### src/rtl/watchdog_recovery_ctrl.sv
// rtl/watchdog_recovery_ctrl.sv - watchdog sequencing and bounded subsystem recovery controller
//
// Holds the watchdog in reset while disabled, arms it on enable, and on each
// bark runs a reset-then-grace recovery of the monitored subsystem. Consecutive
// recoveries are counted; one bark too many latches a sticky fault.
//
// Ports:
//   clk          system clock, all logic on posedge
//   reset        synchronous active-high reset
//   enable       1 = supervise, 0 = park in IDLE
//   bark         watchdog bark, pulse or level
//   clear_fault  level, leaves FAULT
//   wd_reset     registered reset to the watchdog
//   subsys_reset registered reset to the monitored subsystem
//   fault        registered sticky fault flag
//   retry_count  registered recoveries since the last healthy period

module watchdog_recovery_ctrl #(
    parameter int RESET_CYCLES   = 4,
    parameter int GRACE_CYCLES   = 16,
    parameter int MAX_RETRIES    = 3,
    parameter int HEALTHY_CYCLES = 1000,
    parameter int RETRY_WIDTH    = $clog2(MAX_RETRIES + 1)
) (
    input  logic                   clk,
    input  logic                   reset,
    input  logic                   enable,
    input  logic                   bark,
    input  logic                   clear_fault,
    output logic                   wd_reset,
    output logic                   subsys_reset,
    output logic                   fault,
    output logic [RETRY_WIDTH-1:0] retry_count
);

    localparam int PHASE_MAX = (RESET_CYCLES > GRACE_CYCLES) ? RESET_CYCLES : GRACE_CYCLES;
    localparam int TIMER_W   = $clog2(PHASE_MAX) + 1;
    localparam int HEALTHY_W = $clog2(HEALTHY_CYCLES) + 1;

    // Phase timer counts 0..N-1 inside a phase, so the last cycle is N-1.
    localparam logic [TIMER_W-1:0]     RESET_LAST   = TIMER_W'(RESET_CYCLES - 1);
    localparam logic [TIMER_W-1:0]     GRACE_LAST   = TIMER_W'(GRACE_CYCLES - 1);
    localparam logic [TIMER_W-1:0]     TIMER_ONE    = TIMER_W'(1);
    localparam logic [HEALTHY_W-1:0]   HEALTHY_LAST = HEALTHY_W'(HEALTHY_CYCLES - 1);
    localparam logic [HEALTHY_W-1:0]   HEALTHY_ONE  = HEALTHY_W'(1);
    localparam logic [RETRY_WIDTH-1:0] RETRY_MAX    = RETRY_WIDTH'(MAX_RETRIES);
    localparam logic [RETRY_WIDTH-1:0] RETRY_ONE    = RETRY_WIDTH'(1);

    typedef enum logic [2:0] {
        S_IDLE    = 3'd0,
        S_MONITOR = 3'd1,
        S_RECOVER = 3'd2,
        S_GRACE   = 3'd3,
        S_FAULT   = 3'd4
    } state_e;

    state_e                 state_q;
    logic                   wd_reset_q;
    logic                   subsys_reset_q;
    logic                   fault_q;
    logic [RETRY_WIDTH-1:0] retry_q;
    logic [TIMER_W-1:0]     timer_q;
    logic [HEALTHY_W-1:0]   healthy_q;

    // Outputs are set on the edge that enters each state.
    always_ff @(posedge clk) begin
        if (reset) begin
            state_q        <= S_IDLE;
            wd_reset_q     <= 1'b1;
            subsys_reset_q <= 1'b0;
            fault_q        <= 1'b0;
            retry_q        <= '0;
            timer_q        <= '0;
            healthy_q      <= '0;
        end else begin
            case (state_q)
                S_IDLE: begin
                    healthy_q <= '0;
                    if (enable) begin
                        state_q    <= S_MONITOR;
                        wd_reset_q <= 1'b0;
                    end
                end

                S_MONITOR: begin
                    if (bark) begin
                        // A bark wins over a healthy-period clear in the same cycle.
                        healthy_q      <= '0;
                        wd_reset_q     <= 1'b1;
                        subsys_reset_q <= 1'b1;
                        if (retry_q == RETRY_MAX) begin
                            state_q <= S_FAULT;
                            fault_q <= 1'b1;
                        end else begin
                            state_q <= S_RECOVER;
                            retry_q <= retry_q + RETRY_ONE;
                            timer_q <= '0;
                        end
                    end else if (!enable) begin
                        state_q    <= S_IDLE;
                        wd_reset_q <= 1'b1;
                        retry_q    <= '0;
                        healthy_q  <= '0;
                    end else if (healthy_q == HEALTHY_LAST) begin
                        // This cycle completes a full bark-free period.
                        healthy_q <= '0;
                        retry_q   <= '0;
                    end else begin
                        healthy_q <= healthy_q + HEALTHY_ONE;
                    end
                end

                S_RECOVER: begin
                    if (timer_q == RESET_LAST) begin
                        state_q        <= S_GRACE;
                        subsys_reset_q <= 1'b0;
                        timer_q        <= '0;
                    end else begin
                        timer_q <= timer_q + TIMER_ONE;
                    end
                end

                S_GRACE: begin
                    // enable is only consulted here, so disabling never cuts a recovery short.
                    if (timer_q == GRACE_LAST) begin
                        timer_q   <= '0;
                        healthy_q <= '0;
                        if (enable) begin
                            state_q    <= S_MONITOR;
                            wd_reset_q <= 1'b0;
                        end else begin
                            state_q <= S_IDLE;
                            retry_q <= '0;
                        end
                    end else begin
                        timer_q <= timer_q + TIMER_ONE;
                    end
                end

                S_FAULT: begin
                    if (clear_fault) begin
                        state_q        <= S_IDLE;
                        subsys_reset_q <= 1'b0;
                        fault_q        <= 1'b0;
                        retry_q        <= '0;
                    end
                end

                default: begin
                    state_q        <= S_IDLE;
                    wd_reset_q     <= 1'b1;
                    subsys_reset_q <= 1'b0;
                    fault_q        <= 1'b0;
                    retry_q        <= '0;
                    timer_q        <= '0;
                    healthy_q      <= '0;
                end
            endcase
        end
    end

    assign wd_reset     = wd_reset_q;
    assign subsys_reset = subsys_reset_q;
    assign fault        = fault_q;
    assign retry_count  = retry_q;

endmodule

### config.mk
export PLATFORM = sky130hd
export DESIGN_NAME = watchdog_recovery_ctrl
export DESIGN_NICKNAME = d
export VERILOG_FILES = /design/src/rtl/watchdog_recovery_ctrl.sv
export SDC_FILE = /design/constraint.sdc
export NUM_CORES = 1
export LEC_CHECK = 0
export CORE_MARGIN = 1.5
export CORE_UTILIZATION = 56
export DETAILED_ROUTE_END_ITERATION = 10
export PLACE_DENSITY = 0.77
export SKIP_CTS_REPAIR_TIMING = 1
export SYNTH_ARGS = -nofsm -noshare
export SYNTH_HDL_FRONTEND = slang
export SYNTH_SLANG_ARGS = --single-unit
### constraint.sdc
create_clock -name clk -period 2.15 [get_ports clk]
set_input_delay 0.215 -clock clk [delete_from_list [all_inputs] [get_ports clk]]
set_output_delay 0.215 -clock clk [all_outputs]
set_load 0.02 [all_outputs]
# Yosys cells after proc, flatten, opt, wreduce, memory -nomap -nowiden
# Cells that the tools add are included.
dict set report totals {
  regBits 24
  inputBits 5
  word_cells 86
}
dict set report classes {
  add_sub_neg 3
  n_eq_ne 19
  n_mux 39
  bitwise_logic 5
  reduce_logical 13
}
# operator n
set op_table {}
lappend op_table {{$mux 11} 4}
lappend op_table {{$pmux 11 s3} 1}
lappend op_table {{$mux 3} 7}
lappend op_table {{$mux 5} 4}
lappend op_table {{$pmux 5 s4} 1}
lappend op_table {{$ne 2x2->1 const B} 8}
lappend op_table {{$pmux 3 s5} 1}
lappend op_table {{$mux 2} 7}
lappend op_table {{$add 11x1->11 const B} 1}
lappend op_table {{$eq 11x10->1 const B} 1}
lappend op_table {{$mux 1} 10}
lappend op_table {{$pmux 1 s4} 2}
lappend op_table {{$pmux 2 s4} 1}
lappend op_table {{$reduce_and 4->1} 2}
lappend op_table {{$reduce_or 2->1} 4}
lappend op_table {{$eq 3x2->1 const B} 2}
lappend op_table {{$ne 3x3->1 const B} 2}
lappend op_table {{$reduce_and 3->1} 2}
lappend op_table {{$reduce_and 6->1} 1}
lappend op_table {{$add 5x1->5 const B} 1}
lappend op_table {{$eq 5x2->1 const B} 1}
lappend op_table {{$eq 5x4->1 const B} 1}
lappend op_table {{$not 1->1} 5}
lappend op_table {{$reduce_and 5->1} 1}
lappend op_table {{9 further kinds} 9}

# Logic depth before layout (Yosys ltp)
# Gate-level depths: netlist of run 1.
dict set report depth {
  word_depth 5
  mapped_depth 10
}

# Least setup slack after synthesis of run 1
# Ideal clock, no wire load.
dict set report synth_path {
  path_kind {register to register}
  from {register timer_q[0]}
  to {register healthy_q[9]}
  setup_time_ps 116
  arrival_ps 1740
  required_ps 2034
  setup_slack_ps 295
  stages_incl_launch_ff 10
  path_buffers 0
  synth_period_minus_slack_ps 1855
  path_cell_list {dfxtp_1 -> ha_1 -> nand3_1 -> inv_1 -> ha_1 -> inv_1 -> a221o_1 -> nor4_4 -> xnor2_1 -> nor2_2}
}
dict set report synth_between {
  elab_chain_len 3
}
# element line_no
set synth_lines {}
lappend synth_lines {{start: declaration} 62} ;# logic [TIMER_W-1:0] timer_q;
lappend synth_lines {{start signal: assignment} 119} ;# timer_q <= timer_q + TIMER_ONE;
lappend synth_lines {{start signal: assignment} 136} ;# timer_q <= timer_q + TIMER_ONE;
lappend synth_lines {{$eq 5x4->1} 125} ;# if (timer_q == GRACE_LAST) begin
lappend synth_lines {{$ne 2x2->1 (no source line)} --}
lappend synth_lines {{$reduce_and 2->1 (no source line)} --}
lappend synth_lines {{end signal: assignment} 109} ;# healthy_q <= healthy_q + HEALTHY_ONE;
lappend synth_lines {{end: declaration} 63} ;# logic [HEALTHY_W-1:0] healthy_q;
# No other way between the ends.
# A chain may end at the register's enable or synchronous reset.

# Worst setup path in the final report of run 1
dict set report layout_path {
  from {register timer_q[1]}
  to {register healthy_q[5]}
}
# Same word-level chain as after synthesis.

==> results.py, run 1 <==
metrics = {
    "detailed_routing": {
        "antenna_left": 0,
        "drc": 0,
        "drt-vias-per-instance": 5.711,
        "drtPass1Iterations": 4,
        "drtIter0Drc": 31,
        "finalWirelength_um": 2584,
        "dr_wl_met2_um": 1216,
        "highest_layer": "met4",
        "vias": 1125,
        "wl_per_cell_um": 13.12,
        "wl_met3_um": 69,
        "wl_met1_um": 1256,
    },
    "power_and_ir_drop": {
        "p_leak_nw": 0.5718,
        "p_int_uw": 699.3,
        "p_comb_share_pct": 12.5,
        "switching_share_pct": 24.20,
        "power.density_nw_per_um2": 612.9,
        "p_switching_uw": 223.3,
        "finalPower_uw": 922.5,
        "vdd_drop_max_uv": 464.0,
        "seqPwrFrac_pct": 51.4,
        "power.share.clock_pct": 36.1,
    },
    "die": {
        "ioPinCount": 10,
        "die_w_um": 51.14,
        "start_util_pct": 59.22,
        "core_um2": 2191,
        "die_area_um2": 2615,
        "die_h_um": 51.14,
        "rows": 17,
    },
    "synth": {
        "yosys_warnings": 0,
        "avgSynthCellArea_um2": 8.371,
        "synth_seq_cells": 24,
        "ys.flop_type": "dfxtp_1",
        "synthArstFlopShare_pct": 0,
        "yosysMostFrequentCell": "nor2_1",
        "yosysTopAreaCell": "dfxtp_1",
        "yosysTopAreaCellShare_pct": 37.03,
        "synth_commonest_cells": "25 x nor2_1, 24 x dfxtp_1, 11 x nand2_1",
        "synth_cells": 155,
        "synthDistinctLibCells": 40,
        "seq_area_frac_synth_pct": 37.03,
        "synth_fp_nets": 165,
        "synth.area.top_cells": "dfxtp_1 37%, nor2_1 7.2%, ha_1 4.8%",
        "synth_area_um2": 1297,
        "synth_edf_count": 0,
    },
    "cts": {
        "cts_buffer_depth": 2,
        "cts_tree": "yes",
        "cts_root_buf": "clkbuf_4",
        "clock_latency_ps": 320,
        "cts_made_buffers": 3,
        "cts-htree-levels": 1,
        "clk_pin_slew_ps": 140,
        "cts.sinks": 24,
    },
    "timing": {
        "rsz0062_at_grt": "no",
        "fin_crit_ps": 1997,
        "hold_viol": 0,
        "holdWs_ps": 512.4,
        "maxSlewViolCount": 0,
        "tns_ps": 0,
        "min_period_over_period_pct": 92.90,
        "maxSlewHeadroom_pct": 68.39,
        "setup_ws_ps": 152.7,
        "worstMarginPinSlew_ps": 473.5,
        "max_freq_ghz": 0.5007,
        "clock_skew_ps": 4.132,
        "finalSetupViolations": 0,
    },
    "global_route": {
        "grt_pass1_wl_um": 4450,
        "antenna_found_initial": 0,
        "gr-total-overflow": 0,
        "grt_usage_pct": 22.64,
        "grt_start_max_net_pins": 16,
        "grt_pass1_vias": 1052,
    },
    "cells_and_area": {
        "fin_nets": 180,
        "layout-drive-gt1-share_pct": 14.20,
        "num_antenna_cells": 0,
        "num-fill-cells": 169,
        "regArea_um2": 483.0,
        "area_delta_synth_final_pct": 16.01,
        "multi_input_area_um2": 765.7,
        "layout.cells.non_filler": 197,
        "design_area_um2": 1505,
        "utilization_pct": 68.70,
    },
    "worst_setup_path": {
        "worst-path-max-fanout": 5,
        "slowest_stage": "a221o_2",
        "required_ps": 2360,
        "arrival_ps": 2210,
        "worstSetupPathType": "flip-flop to flip-flop",
        "max_stage_delay_ps": 450,
        "critical-path-top-delay-family": "compound AO/OA/AOI/OAI gates",
        "cp_cell_sequence": "ha_2, nand3_1, inv_1, ha_1, inv_1, a221o_2, buf_4, nor2_1, xnor2_1, nor2_1",
        "crit_path_start_kind": "flip-flop",
        "critPathCaptureType": "flip-flop",
        "critPathBufInv": 3,
    },
    "job": {
        "drv_cap": 0,
    },
    "place": {
        "port_buffers": 9,
        "gp_congestion": 0.8501,
        "dp_slack_ps": -45.46,
        "placed_cells": 191,
        "place_hpwl_um": 1863,
        "placed_area_um2": 1428,
    },
    "worst_hold_path": {
        "hp-class": "flip-flop to flip-flop",
    },
    "outcome": {
        "status": "finished clean",
    },
}
==> worst reg2reg max path: stages, from the launching register on <==
cell,delay [ps]
dfxtp_2,370
ha_2,200
nand3_1,110
inv_1,80
ha_1,160
inv_1,60
a221o_2,450
buf_4,160
nor2_1,120
xnor2_1,130
nor2_1,60
==> sequential cells by signal, summed over array words and instances (netlist names) <==
name,flops
healthy_q,11
timer_q,5
state_q,3
retry_count,2
fault,1
subsys_reset,1
wd_reset,1
==> area by class of cell <==
| class | instances | area share [%] |
|---|---|---|
| timing repair buffer | 16 | 9.476 |
| clock buffer | 3 | 1.496 |
| multi-input combinational | 118 | 50.87 |
| inverter | 7 | 1.746 |
| clock inverter | 1 | 1.995 |
| tap | 28 | 2.328 |
| sequential | 24 | 32.09 |
==> layout by cell type (no fill, tap or decap), types with 2 or more instances in the layout <==
| cell | count |
|---|---|
| o21a_1 | 2 |
| inv_1 | 7 |
| clkdlybuf4s50_1 | 9 |
| a211oi_1 | 2 |
| buf_4 | 7 |
| nor3_1 | 8 |
| clkbuf_4 | 3 |
| nand2_1 | 11 |
| o21ai_0 | 3 |
| nand3_1 | 7 |
| ha_1 | 4 |
| nor2b_1 | 3 |
| mux2i_1 | 3 |
| a22oi_1 | 3 |
| nor2_2 | 2 |
| a21o_1 | 2 |
| xnor2_1 | 7 |
| nor2_1 | 25 |
| dfxtp_1 | 22 |
| xor2_1 | 4 |
| nand2b_1 | 2 |
| nand4_1 | 3 |
| a21oi_1 | 8 |
| dfxtp_2 | 2 |
==> kinds of logic (layout without fill, tap and decap cells) <==
kind of cell | count (synthesis) | in the layout | synth area share (%)
compound gates | 29 | 29 | 15.62
xor+xnor | 11 | 11 | 7.425
fa+ha+maj | 5 | 5 | 4.822
buf+inv | 13 | 27 | 4.533
flops | 24 | 24 | 37.03
mux | 4 | 4 | 3.182
simple gates | 69 | 69 | 27.39
==> layer usage <==
layer	global-route usage (%)	vias up
met1	29.44	529
met4	9.459	0
met5	0	-
met3	2.632	4
li1	-	572
met2	37.88	20
==> power groups by stage <==
stage	sequential (mW)	clock, mW	combinational [mW]
floorplan	0.479	0	0.0793
global placement	0.484	0	0.111
detailed placement	0.484	0	0.113
CTS	0.474	0.340	0.114
global route	0.477	0.355	0.129
finish	0.474	0.333	0.115
==> final timing paths <==
kind	start	to	slack (ps)	cells past startpoint
worst max-delay path	timer_q[1]	healthy_q[5]	150	10
worst min-delay path	subsys_reset	subsys_reset	510	2
worst max register to register	timer_q[1]	healthy_q[5]	150	10
worst min register to register	subsys_reset	subsys_reset	510	2
Note: power is estimated with default switching activity, not from simulation.
==> run 2: changes to the inputs <==
Settings changed: SLEW_MARGIN set to 20.
==> results of run 2 <==
Final layout, timing and power as in run 1 (identical DEF).
